### config.mk
export PLATFORM = sky130hd
export DESIGN_NAME = aes_inv_round_lin
export DESIGN_NICKNAME = d
export VERILOG_FILES = /design/src/rtl/aes_inv_round_lin.sv
export SDC_FILE = /design/constraint.sdc
export NUM_CORES = 1
export LEC_CHECK = 0
export CAP_MARGIN = 20
export CORE_ASPECT_RATIO = 1.75
export CORE_MARGIN = 2
export CORE_UTILIZATION = 44
export DETAILED_ROUTE_END_ITERATION = 6
export PLACE_DENSITY = 0.69
export SLEW_MARGIN = 20
export SYNTH_ARGS = -nofsm -noshare
export SYNTH_HDL_FRONTEND = slang
export SYNTH_SLANG_ARGS = --single-unit
### constraint.sdc
create_clock -name clk -period 2.55 [get_ports clk]
set_input_delay 0.6375 -clock clk [delete_from_list [all_inputs] [get_ports clk]]
set_output_delay 0.6375 -clock clk [all_outputs]
set_load 0.03 [all_outputs]
### src/rtl/aes_inv_round_lin.sv
// rtl/aes_inv_round_lin.sv - AES inverse round linear layer: AddRoundKey, InvMixColumns, InvShiftRows
// Optional macro AES_INV_BLKCNT_EN adds the blk_cnt output-transfer counter.
module aes_inv_round_lin #(
  parameter int PIPE_STAGES = 2
) (
  input  logic         clk,
  input  logic         rst_n,
  input  logic         in_valid,
  output logic         in_ready,
  input  logic [127:0] in_block,
  input  logic [127:0] round_key,
  input  logic         in_skip_mix,
  input  logic         in_skip_shift,
  output logic         out_valid,
  input  logic         out_ready,
  output logic [127:0] out_block
`ifdef AES_INV_BLKCNT_EN
  ,
  output logic [15:0]  blk_cnt
`endif
);

  // Multiply by x in GF(2^8) modulo x^8+x^4+x^3+x+1.
  function automatic logic [7:0] xtime(input logic [7:0] a);
    return {a[6:0], 1'b0} ^ (a[7] ? 8'h1b : 8'h00);
  endfunction

  // Constant multipliers composed from xtime chains: x2, x4, x8 and XORs.
  function automatic logic [7:0] mul9(input logic [7:0] a);
    return xtime(xtime(xtime(a))) ^ a;
  endfunction

  function automatic logic [7:0] mulb(input logic [7:0] a);
    return xtime(xtime(xtime(a))) ^ xtime(a) ^ a;
  endfunction

  function automatic logic [7:0] muld(input logic [7:0] a);
    return xtime(xtime(xtime(a))) ^ xtime(xtime(a)) ^ a;
  endfunction

  function automatic logic [7:0] mule(input logic [7:0] a);
    return xtime(xtime(xtime(a))) ^ xtime(xtime(a)) ^ xtime(a);
  endfunction

  // Column c occupies bytes 4c..4c+3, row r of column c sits at bits [127-32c-8r -: 8].
  function automatic logic [127:0] inv_mix_columns(input logic [127:0] s);
    logic [127:0] r;
    logic [7:0]   a0, a1, a2, a3;
    r = '0;
    for (int c = 0; c < 4; c++) begin
      a0 = s[127-32*c -: 8];
      a1 = s[119-32*c -: 8];
      a2 = s[111-32*c -: 8];
      a3 = s[103-32*c -: 8];
      r[127-32*c -: 8] = mule(a0) ^ mulb(a1) ^ muld(a2) ^ mul9(a3);
      r[119-32*c -: 8] = mul9(a0) ^ mule(a1) ^ mulb(a2) ^ muld(a3);
      r[111-32*c -: 8] = muld(a0) ^ mul9(a1) ^ mule(a2) ^ mulb(a3);
      r[103-32*c -: 8] = mulb(a0) ^ muld(a1) ^ mul9(a2) ^ mule(a3);
    end
    return r;
  endfunction

  // Row r rotates right by r: out[r][c] takes in[r][(c-r) mod 4].
  function automatic logic [127:0] inv_shift_rows(input logic [127:0] s);
    logic [127:0] r;
    r = '0;
    for (int c = 0; c < 4; c++) begin
      for (int row = 0; row < 4; row++) begin
        r[127-8*(4*c+row) -: 8] = s[127-8*(4*((c-row+4)%4)+row) -: 8];
      end
    end
    return r;
  endfunction

  logic [127:0] ark;
  logic [127:0] mixed;

  // Key addition followed by the optional column mix, shared by both pipeline shapes.
  always_comb begin
    ark   = in_block ^ round_key;
    mixed = in_skip_mix ? ark : inv_mix_columns(ark);
  end

  generate
    if (PIPE_STAGES == 1) begin : g_one
      logic         v1;
      logic [127:0] d1;
      logic         rdy1;

      assign rdy1      = !v1 || out_ready;
      assign in_ready  = rdy1;
      assign out_valid = v1;
      assign out_block = d1;

      // Single stage: all three operations land in one register.
      always_ff @(posedge clk or negedge rst_n) begin
        if (!rst_n) begin
          v1 <= 1'b0;
          d1 <= '0;
        end else if (rdy1) begin
          v1 <= in_valid;
          if (in_valid) begin
            d1 <= in_skip_shift ? mixed : inv_shift_rows(mixed);
          end
        end
      end
    end else if (PIPE_STAGES == 2) begin : g_two
      logic         v1, v2;
      logic         s1;
      logic [127:0] d1, d2;
      logic         rdy1, rdy2;

      assign rdy2      = !v2 || out_ready;
      assign rdy1      = !v1 || rdy2;
      assign in_ready  = rdy1;
      assign out_valid = v2;
      assign out_block = d2;

      // Stage 1: key addition and column mix; the shift-skip flag rides along.
      always_ff @(posedge clk or negedge rst_n) begin
        if (!rst_n) begin
          v1 <= 1'b0;
          d1 <= '0;
          s1 <= 1'b0;
        end else if (rdy1) begin
          v1 <= in_valid;
          if (in_valid) begin
            d1 <= mixed;
            s1 <= in_skip_shift;
          end
        end
      end

      // Stage 2: row rotation using the flag captured with this block.
      always_ff @(posedge clk or negedge rst_n) begin
        if (!rst_n) begin
          v2 <= 1'b0;
          d2 <= '0;
        end else if (rdy2) begin
          v2 <= v1;
          if (v1) begin
            d2 <= s1 ? d1 : inv_shift_rows(d1);
          end
        end
      end
    end else begin : g_bad
      $error("aes_inv_round_lin: PIPE_STAGES must be 1 or 2");
    end
  endgenerate

`ifdef AES_INV_BLKCNT_EN
  // Count completed output transfers, wrapping naturally at 16 bits.
  always_ff @(posedge clk or negedge rst_n) begin
    if (!rst_n) begin
      blk_cnt <= '0;
    end else if (out_valid && out_ready) begin
      blk_cnt <= blk_cnt + 16'd1;
    end
  end
`endif

endmodule

==> Word-level counts from Yosys, hierarchy flattened <==
Index checks and enable logic that the tools add are counted.
{ "op_classes": {"n_addsub": 0, "n_mul": 0, "n_div": 0, "n_lt_le_gt_ge": 0, "n_eq_ne": 0, "shifts": 0, "n_mux": 50, "n_bitwise": 193, "n_reduce_logical": 6} }
{ "ops": {"columns": ["operator", "count"], "rows": [
  ["$xor A8 B8 Y8", 159],
  ["$xor A8 B5 Y8", 33],
  ["$mux W5", 48],
  ["$mux W128", 1],
  ["$xor A128 B128 Y128", 1],
  ["$mux W120", 1],
  ["$reduce_and A2 Y1", 2],
  ["$logic_not A1 Y1", 2],
  ["$logic_or A1 B1 Y1", 2]
]} }
{ "totals": {"reg_bits": 259, "latch_bits": 0, "ramBits": 0, "mem_bits_ro": 0, "out_inout_bits": 130, "n_memories": 0} }

==> Depth between registers and ports, before layout <==
Gate-level depths: netlist of run 1.
{ "logic_depth": {"ltp_word": 13, "depth_mapped": 7} }

==> Least setup slack after synthesis of run 1 <==
OpenSTA, ideal clock, no wires.
{ "synth_timing": {"kind": "input -> register", "start": "input round_key[86]", "end": "register g_two.d1[77]", "t_arrival_ns": 2.688, "t_required_ns": 2.427, "path_slack_ns": -0.261, "cell_stages": 7, "path_cell_list": "xnor2_1 xnor3_1 xor2_1 xnor3_1 xnor2_1 o21ai_0 nand2_1"} }
{ "synth_via": {"elab_chain_len": 10} }
{ "synth_lines": {"columns": ["element", "line", "rtl"], "rows": [
  ["start, declared", "11", "input logic [127:0] round_key,"],
  ["$xor A128 B128 Y128", "80", "ark = in_block ^ round_key;"],
  ["$xor A8 B5 Y8", "25", "return {a[6:0], 1'b0} ^ (a[7] ? 8'h1b : 8'h00);"],
  ["$mux W5", "25", null],
  ["$xor A8 B5 Y8", "25", null],
  ["$xor A8 B8 Y8", "25", null],
  ["$xor A8 B8 Y8", "30", "return xtime(xtime(xtime(a))) ^ a;"],
  ["$xor A8 B8 Y8 (3 in series)", "57", "r[111-32*c -: 8] = muld(a0) ^ mul9(a1) ^ mule(a2) ^ mulb(a3);"],
  ["$mux W128", "81", "mixed = in_skip_mix ? ark : inv_mix_columns(ark);"],
  ["end signal, assigned", "128", "d1 <= mixed;"],
  ["end, declared", "110", "logic [127:0] d1, d2;"]
]} }
No other way between the ends.
A chain may end at the register's enable or synchronous reset.

==> Worst setup path in the final report of run 1 <==
{ "layout_timing": {"start": "input in_block[79]", "end": "register g_two.d1[77]"} }
{ "layout_via": {"elab_chain_len": 10} }
{ "layout_lines": {"columns": ["element", "line", "rtl"], "rows": [
  ["start, declared", "10", "input logic [127:0] in_block,"],
  ["$xor A128 B128 Y128 (*)", "80", null],
  ["$mux W5 (*)", "25", null],
  ["$xor A8 B5 Y8 (*) (2 in series)", "25", null],
  ["$xor A8 B8 Y8", "25", null],
  ["$xor A8 B8 Y8 (*) (2 in series)", "42", "return xtime(xtime(xtime(a))) ^ xtime(xtime(a)) ^ xtime(a);"],
  ["$xor A8 B8 Y8 (*) (2 in series)", "57", null],
  ["$mux W128 (*)", "81", null]
]} }
Mark *: on every way between the ends. The rest lies on a longest branch, timed or not.

==> impl_metrics.ini, run 1 <==
[timing]
rsz0062_at_grt = yes
finalCriticalPeriod_ns = 2.62
hold_viol_final = 0
max-slew-margin-rel = 0.515
fmax_mhz = 381
setup_ws_ns = -0.0721
setup_viol = 2
final_max_slew_viol_count = 0
max_slew.worst_pin.slew_ns = 0.727
clock_skew_ns = 0.0235
post-route-period-util = 1.03

[setup_path]
critPathMaxStageDelay_ns = 0.49
reg2reg_to = g_two.d1[98]$_DFFE_PN0P_
cpMostUsedCell = xnor3_1
timing.rr.start = out_valid$_DFFE_PN0P_
worstSetupPathType = in2reg
cp-end-kind = flop
path_max_fanout = 3
arrival_ns = 3.09
cp-startpoint = in_block[79]
startpoint_type = primary input
ff2ff_path_depth = 4
path_cells = clkdlybuf4s50_1 -> xnor2_2 -> buf_4 -> xnor2_4 -> xnor3_1 -> xnor3_1 -> xnor2_1 -> o21ai_2 -> nand2_1
endpoint = g_two.d1[77]$_DFFE_PN0P_
r2r_setup_slack_ns = 0.76
worst_ep_required_time_ns = 3.01
crit_path_top_delay_cell = xnor3_1

[floorplan]
ios = 392
rows = 105
floorplan.initialDensity = 0.447
core_sq_um = 46900
fp.dieArea_sq_um = 49400
die_y_um = 293
die_x_um = 169

[finish]
utilization = 0.694
antenna_cells = 0
layout-area-overhead-vs-synth_pct = 55.4
stdcell_count = 3572
fin_nets = 3226
drive_gt1_frac = 0.294

[global_route]
use_met1 = 0.319
grt_max_degree = 103
grt-ovfl-total = 0
track_usage = 0.331
top_usage_layer = met2
grt_pass1_vias = 19324
met2_usage = 0.633
antenna_found_initial = 0
grt_use_met3 = 0.0303
grt_pass1_wl_mm = 120

[route]
drt_first_pass_iters = 6
drc = 0
via_count = 18304
wl_per_cell_um = 23.1
first_iter_violations = 1104
vias_per_cell = 5.12
wirelength_mm = 82.6
drtAntennaViolNets = 0

[yosys]
async_flop_share = 1.00
yosysWarnings = 0
mappedNetlistNets = 2317
yosysMostFrequentCell = xnor2_1
syn_inst = 2055
synth-simple-area-share = 0.0639
synthAdderAreaFrac = 0
synth.area.top_cells = dfrtp_1, xnor2_1, xnor3_1
netlist_top_cells_count = xnor2_1, nand2_1, dfrtp_1
synth_xor_area_frac = 0.460
synth_cell_type_count = 31
ys_ff_latch = 259
synthMuxAreaShare = 0.0646
synth_top_area_cell = dfrtp_1
syn_area_per_cell_sq_um = 10.2
synth_edf_count = 0
synth_top_area_share = 0.309
ys_seq_area_frac = 0.309
synth-compound-area-share = 0.0854
synth_top_family_by_area = XOR/XNOR gates
synth_flop_cell = dfrtp_1
syn-cell-area_sq_um = 20900

[cts]
cts_buffers = 26
cts_tree = done
h-tree-depth = 1
cts_sinks = 259
clk_pin_slew_worst_paths_ns = 0.07
insertion_delay_ns = 0.59
root_buffer = clkbuf_16
cts_max_path_buffers = 3

[power]
power_density_nw_per_um2 = 1120
p_leak_nw = 14.8
irDropWorstVdd_mv = 0.737

[hold_path]
hold_class = reg2reg

[run_status]
violations = negative setup slack
outcome = finished with violations

[flow_run]
maxCapViolations = 0

[placement]
dp_hpwl_mm = 68.1
io_buffers = 391
dp_cells = 3471
gp_congestion = 1.00
[worst max-delay path, delay by kind of cell]
kind	cells	cell delay, ns
xor+xnor	5	1.48
compound gates	1	0.27
simple gates	1	0.08
buf+inv	2	0.61
[per-layer routing]
layer,wire (um),share of wire
met2,45200,0.55
met5,0,0
met4,7780,0.094
met3,3030,0.037
met1,26600,0.32
[how the worst min path moves through the flow]
stage	from	end	slack, ns	cells after the start
2_1_floorplan	rst_n	g_two.d1[0]$_DFFE_PN0P_	0.34	0
3_3_place_gp	g_two.d1[89]$_DFFE_PN0P_	g_two.d1[89]$_DFFE_PN0P_	0.45	2
3_5_place_dp	g_two.d1[124]$_DFFE_PN0P_	g_two.d1[124]$_DFFE_PN0P_	0.46	2
4_1_cts	g_two.d1[89]$_DFFE_PN0P_	g_two.d1[89]$_DFFE_PN0P_	0.48	2
5_1_grt	g_two.d1[124]$_DFFE_PN0P_	g_two.d1[124]$_DFFE_PN0P_	0.50	2
6_report	g_two.d1[89]$_DFFE_PN0P_	g_two.d1[89]$_DFFE_PN0P_	0.47	2
[repair_timing]
| action | CTS | global route |
|---|---|---|
| setup endpoints to repair | 51 | 80 |
| resized for setup | 77 | 139 |
| hold buffers | 1 | 0 |
| pin swaps | 27 | 85 |
| hold endpoints to repair | 34 | 0 |
| buffers inserted | 19 | 33 |
[power breakdown]
| part | switching, mW | total (mW) | leakage [nW] | internal (mW) |
|---|---|---|---|---|
| combinational | 11.2 | 24.0 | 11.1 | 12.8 |
| sequential | 2.13 | 8.06 | 3.17 | 5.94 |
| clock | 1.89 | 4.45 | 0.463 | 2.55 |
| total | 15.2 | 36.5 | 14.8 | 21.3 |
[area by class of cell]
type,count,area [sq um]
clock buffers,28,668
clock inverters,20,317
fillers,3697,14400
inverters,1,3.75
multi-input cells,1705,15600
flip-flops and latches,259,6480
well taps,588,736
repair buffers,971,8760
[sequential cells by signal, summed over array words and instances (netlist names)]
name       cells
g_two.d1     128
out_valid      1
out_block    128
g_two.s1       1
g_two.v1       1
[metrics by stage]
step / total power [mW] / hold WS (ns) / TNS (ns) / worst slack, ns / area (sq um)
2_1_floorplan: 20.7 / 0.342 / -0.131 / -0.0523 / 21500
3_3_place_gp: 30.4 / 0.451 / -69.25 / -1.04 / 30100
3_5_place_dp: 30.7 / 0.464 / -71.38 / -1.06 / 30100
4_1_cts: 35.8 / 0.480 / -0.176 / -0.133 / 31600
5_1_grt: 38.2 / 0.501 / -0.371 / -0.0757 / 32600
6_report: 36.5 / 0.474 / -0.0886 / -0.0721 / 32600
[cells in the final DEF, fill, tap and decap left out, types with 32 or more instances in the layout]
cell type,instances
buf_4,540
xnor2_1,514
clkdlybuf4s50_1,342
nand2_1,310
dfrtp_1,258
o21ai_0,230
xnor2_2,102
mux2i_1,98
xor2_1,81
a21oi_1,81
xnor3_1,62
xnor2_4,51
dlymetal6s2s_1,35
mux2_2,33
o21ai_1,32
[kinds of logic (layout without fill, tap and decap cells)]
group / after synthesis / in the layout
AO/OA/AOI/OAI: 353 / 353
buffers and inverters: 91 / 1020
multiplexers: 131 / 131
XOR/XNOR: 875 / 875
AND/OR/NAND/NOR: 346 / 346
flip-flops: 259 / 259
Note: power is estimated with default switching activity, not from simulation.
==> inputs of run 2 (changes only) <==
--- a/config.mk
+++ b/config.mk
@@ -6,11 +6,14 @@
 export NUM_CORES = 1
 export LEC_CHECK = 0
 export CAP_MARGIN = 20
+export CELL_PAD_IN_SITES_DETAIL_PLACEMENT = 1
+export CELL_PAD_IN_SITES_GLOBAL_PLACEMENT = 1
 export CORE_ASPECT_RATIO = 1.75
 export CORE_MARGIN = 2
-export CORE_UTILIZATION = 44
+export CORE_UTILIZATION = 42
 export DETAILED_ROUTE_END_ITERATION = 6
-export PLACE_DENSITY = 0.69
+export HOLD_SLACK_MARGIN = 0.03
+export PLACE_DENSITY_LB_ADDON = 0.1
 export SLEW_MARGIN = 20
 export SYNTH_ARGS = -nofsm -noshare
 export SYNTH_HDL_FRONTEND = slang
==> run 2 against run 1 <==
Compared with the run above:
- die area grew 4.7%
- highest routed layer unchanged
- final area increased by 2.0%
- critical endpoint is now g_two.d1[64]$_DFFE_PN0P_
- the run still ends with negative setup slack left
- register-to-register slack got worse by 0.25 ns
- maximum frequency down 2.9%
- worst setup slack got worse by 0.078 ns
- largest cell class unchanged
- sequential cell count unchanged
==> impl_metrics.ini, run 2 (same netlist as run 1, synthesis figures left out) <==
[run_status]
outcome = finished with violations
violations = negative setup slack

[setup_path]
cp-end-kind = flop
crit_buf_inv = 2
critPathTopFamily = XOR/XNOR gates
cp-startpoint = round_key[85]
worst_ep_required_time_ns = 2.96
ff2ff_path_depth = 5
worstSetupPathType = in2reg
r2r_setup_slack_ns = 0.51
path_depth = 8
endpoint = g_two.d1[64]$_DFFE_PN0P_
path_cells = clkdlybuf4s50_1 -> xnor2_4 -> xnor3_2 -> xnor3_2 -> buf_4 -> xnor2_1 -> o21ai_0 -> o21ai_0
crit_path_top_delay_cell = xnor3_2
path_max_fanout = 3
startpoint_type = primary input
arrival_ns = 3.11
reg2reg_to = g_two.d1[60]$_DFFE_PN0P_
critPathMaxStageDelay_ns = 0.54
timing.rr.start = g_two.v1$_DFFE_PN0N_

[timing]
max_slew.worst_pin.slew_ns = 0.651
setup_viol = 25
setup_tns_ns = -1.42
final_max_slew_viol_count = 0
rsz0062_at_grt = yes
max-slew-margin-rel = 0.563
finalCriticalPeriod_ns = 2.70
post-route-period-util = 1.06
clock_skew_ns = 0.0266
fmax_mhz = 370
setup_ws_ns = -0.150
hold_viol_final = 0
fin_hold_ws_ns = 0.478

[power]
power_density_nw_per_um2 = 1160
power.total_mw = 38.3
irDropWorstVdd_mv = 0.640
p_leak_nw = 15.3

[cts]
cts_max_path_buffers = 3
cts_sinks = 259
insertion_delay_ns = 0.58
clk_pin_slew_worst_paths_ns = 0.07
cts_tree = done
cts_buffers = 26
h-tree-depth = 1
root_buffer = clkbuf_16

[placement]
dp_hpwl_mm = 74.4
io_buffers = 391
dp_cells = 3556
place_area_sq_um = 30200
gp_congestion = 0.963
dp_slack_ns = -0.996

[route]
drt_first_pass_iters = 5
drtAntennaViolNets = 0
wirelength_mm = 103
via_count = 19941
drc = 0
first_iter_violations = 966
wl_per_cell_um = 27.8
vias_per_cell = 5.40

[floorplan]
rows = 108
fp.dieArea_sq_um = 51700
floorplan.initialDensity = 0.423
die_x_um = 173
die_y_um = 299
core_sq_um = 49500
ios = 392

[hold_path]
hold_class = reg2reg

[global_route]
grt-ovfl-total = 0
grt_max_degree = 117
track_usage = 0.362
antenna_found_initial = 1
grt_pass1_wl_mm = 139
grt_pass1_vias = 22267

[finish]
final_cell_mix = buf_4, xnor2_1, nand2_1, clkdlybuf4s50_1, dfrtp_1
final_common_cell = buf_4
drive_gt1_frac = 0.325
fin_nets = 3274
final_area_sq_um = 33200
stdcell_count = 3691
layout-area-overhead-vs-synth_pct = 58.5
utilization = 0.671
nFillCells = 5226

[flow_run]
maxCapViolations = 0
## run 2: routing by layer
| metal | share of wire | vias up | global-route usage | wire length, um |
|---|---|---|---|---|
| met5 | 0 | - | 0 | 0 |
| met4 | 0.11 | 0 | 0.297 | 11200 |
| met3 | 0.038 | 425 | 0.0361 | 3900 |
| met2 | 0.54 | 837 | 0.708 | 55600 |
| met1 | 0.31 | 10025 | 0.333 | 31800 |
| li1 | - | 8654 | - | - |
## run 2: where the power goes
group,leakage (nW),switching [mW],internal (mW),total (mW)
logic,11.7,12.9,13.2,26.1
clock network,0.432,1.78,2.22,4.00
registers,3.17,2.29,5.94,8.23
## run 2: final cells by class
class                   count  area (sq um)  area share
multi-input cells        1705         16000       0.482
inverters                   1          3.75    0.000113
diodes                      1          2.50   0.0000754
well taps                 660           826      0.0249
clock inverters             8          93.8     0.00283
clock buffers              38           776      0.0234
flip-flops and latches    259          6480       0.195
repair buffers           1019          9010       0.272
## run 2: what timing repair did
action                                  CTS  global route
pin swaps                                76           101
setup buffers                            48            39
endpoints found under the hold margin    40             0
endpoints found under the setup margin   84            85
hold buffers                              1             0
resized for setup                       176           175
## run 2: how the worst min path moves through the flow
stage / start / endpoint / cells after the start
floorplan: rst_n / g_two.d1[0]$_DFFE_PN0P_ / 0
global placement: g_two.d1[57]$_DFFE_PN0P_ / g_two.d1[57]$_DFFE_PN0P_ / 2
detailed placement: g_two.d1[92]$_DFFE_PN0P_ / g_two.d1[92]$_DFFE_PN0P_ / 2
CTS: out_block[40]$_DFFE_PN0P_ / out_block[40]$_DFFE_PN0P_ / 2
global route: out_block[8]$_DFFE_PN0P_ / out_block[8]$_DFFE_PN0P_ / 2
finish: out_block[40]$_DFFE_PN0P_ / out_block[40]$_DFFE_PN0P_ / 2
## run 2: tightest hold or removal path: cells and delay by family, from the launching register on
family          cells  cell delay (ns)
flops               1             0.34
compound gates      1             0.06
simple gates        1             0.05
==> inputs of run 3 (changes only) <==
--- a/config.mk
+++ b/config.mk
@@ -14,7 +14,6 @@
 export DETAILED_ROUTE_END_ITERATION = 6
 export HOLD_SLACK_MARGIN = 0.03
 export PLACE_DENSITY_LB_ADDON = 0.1
-export SLEW_MARGIN = 20
 export SYNTH_ARGS = -nofsm -noshare
 export SYNTH_HDL_FRONTEND = slang
 export SYNTH_SLANG_ARGS = --single-unit
==> results of run 3 <==
The final DEF is identical to that of run 2; final timing and power are the same.
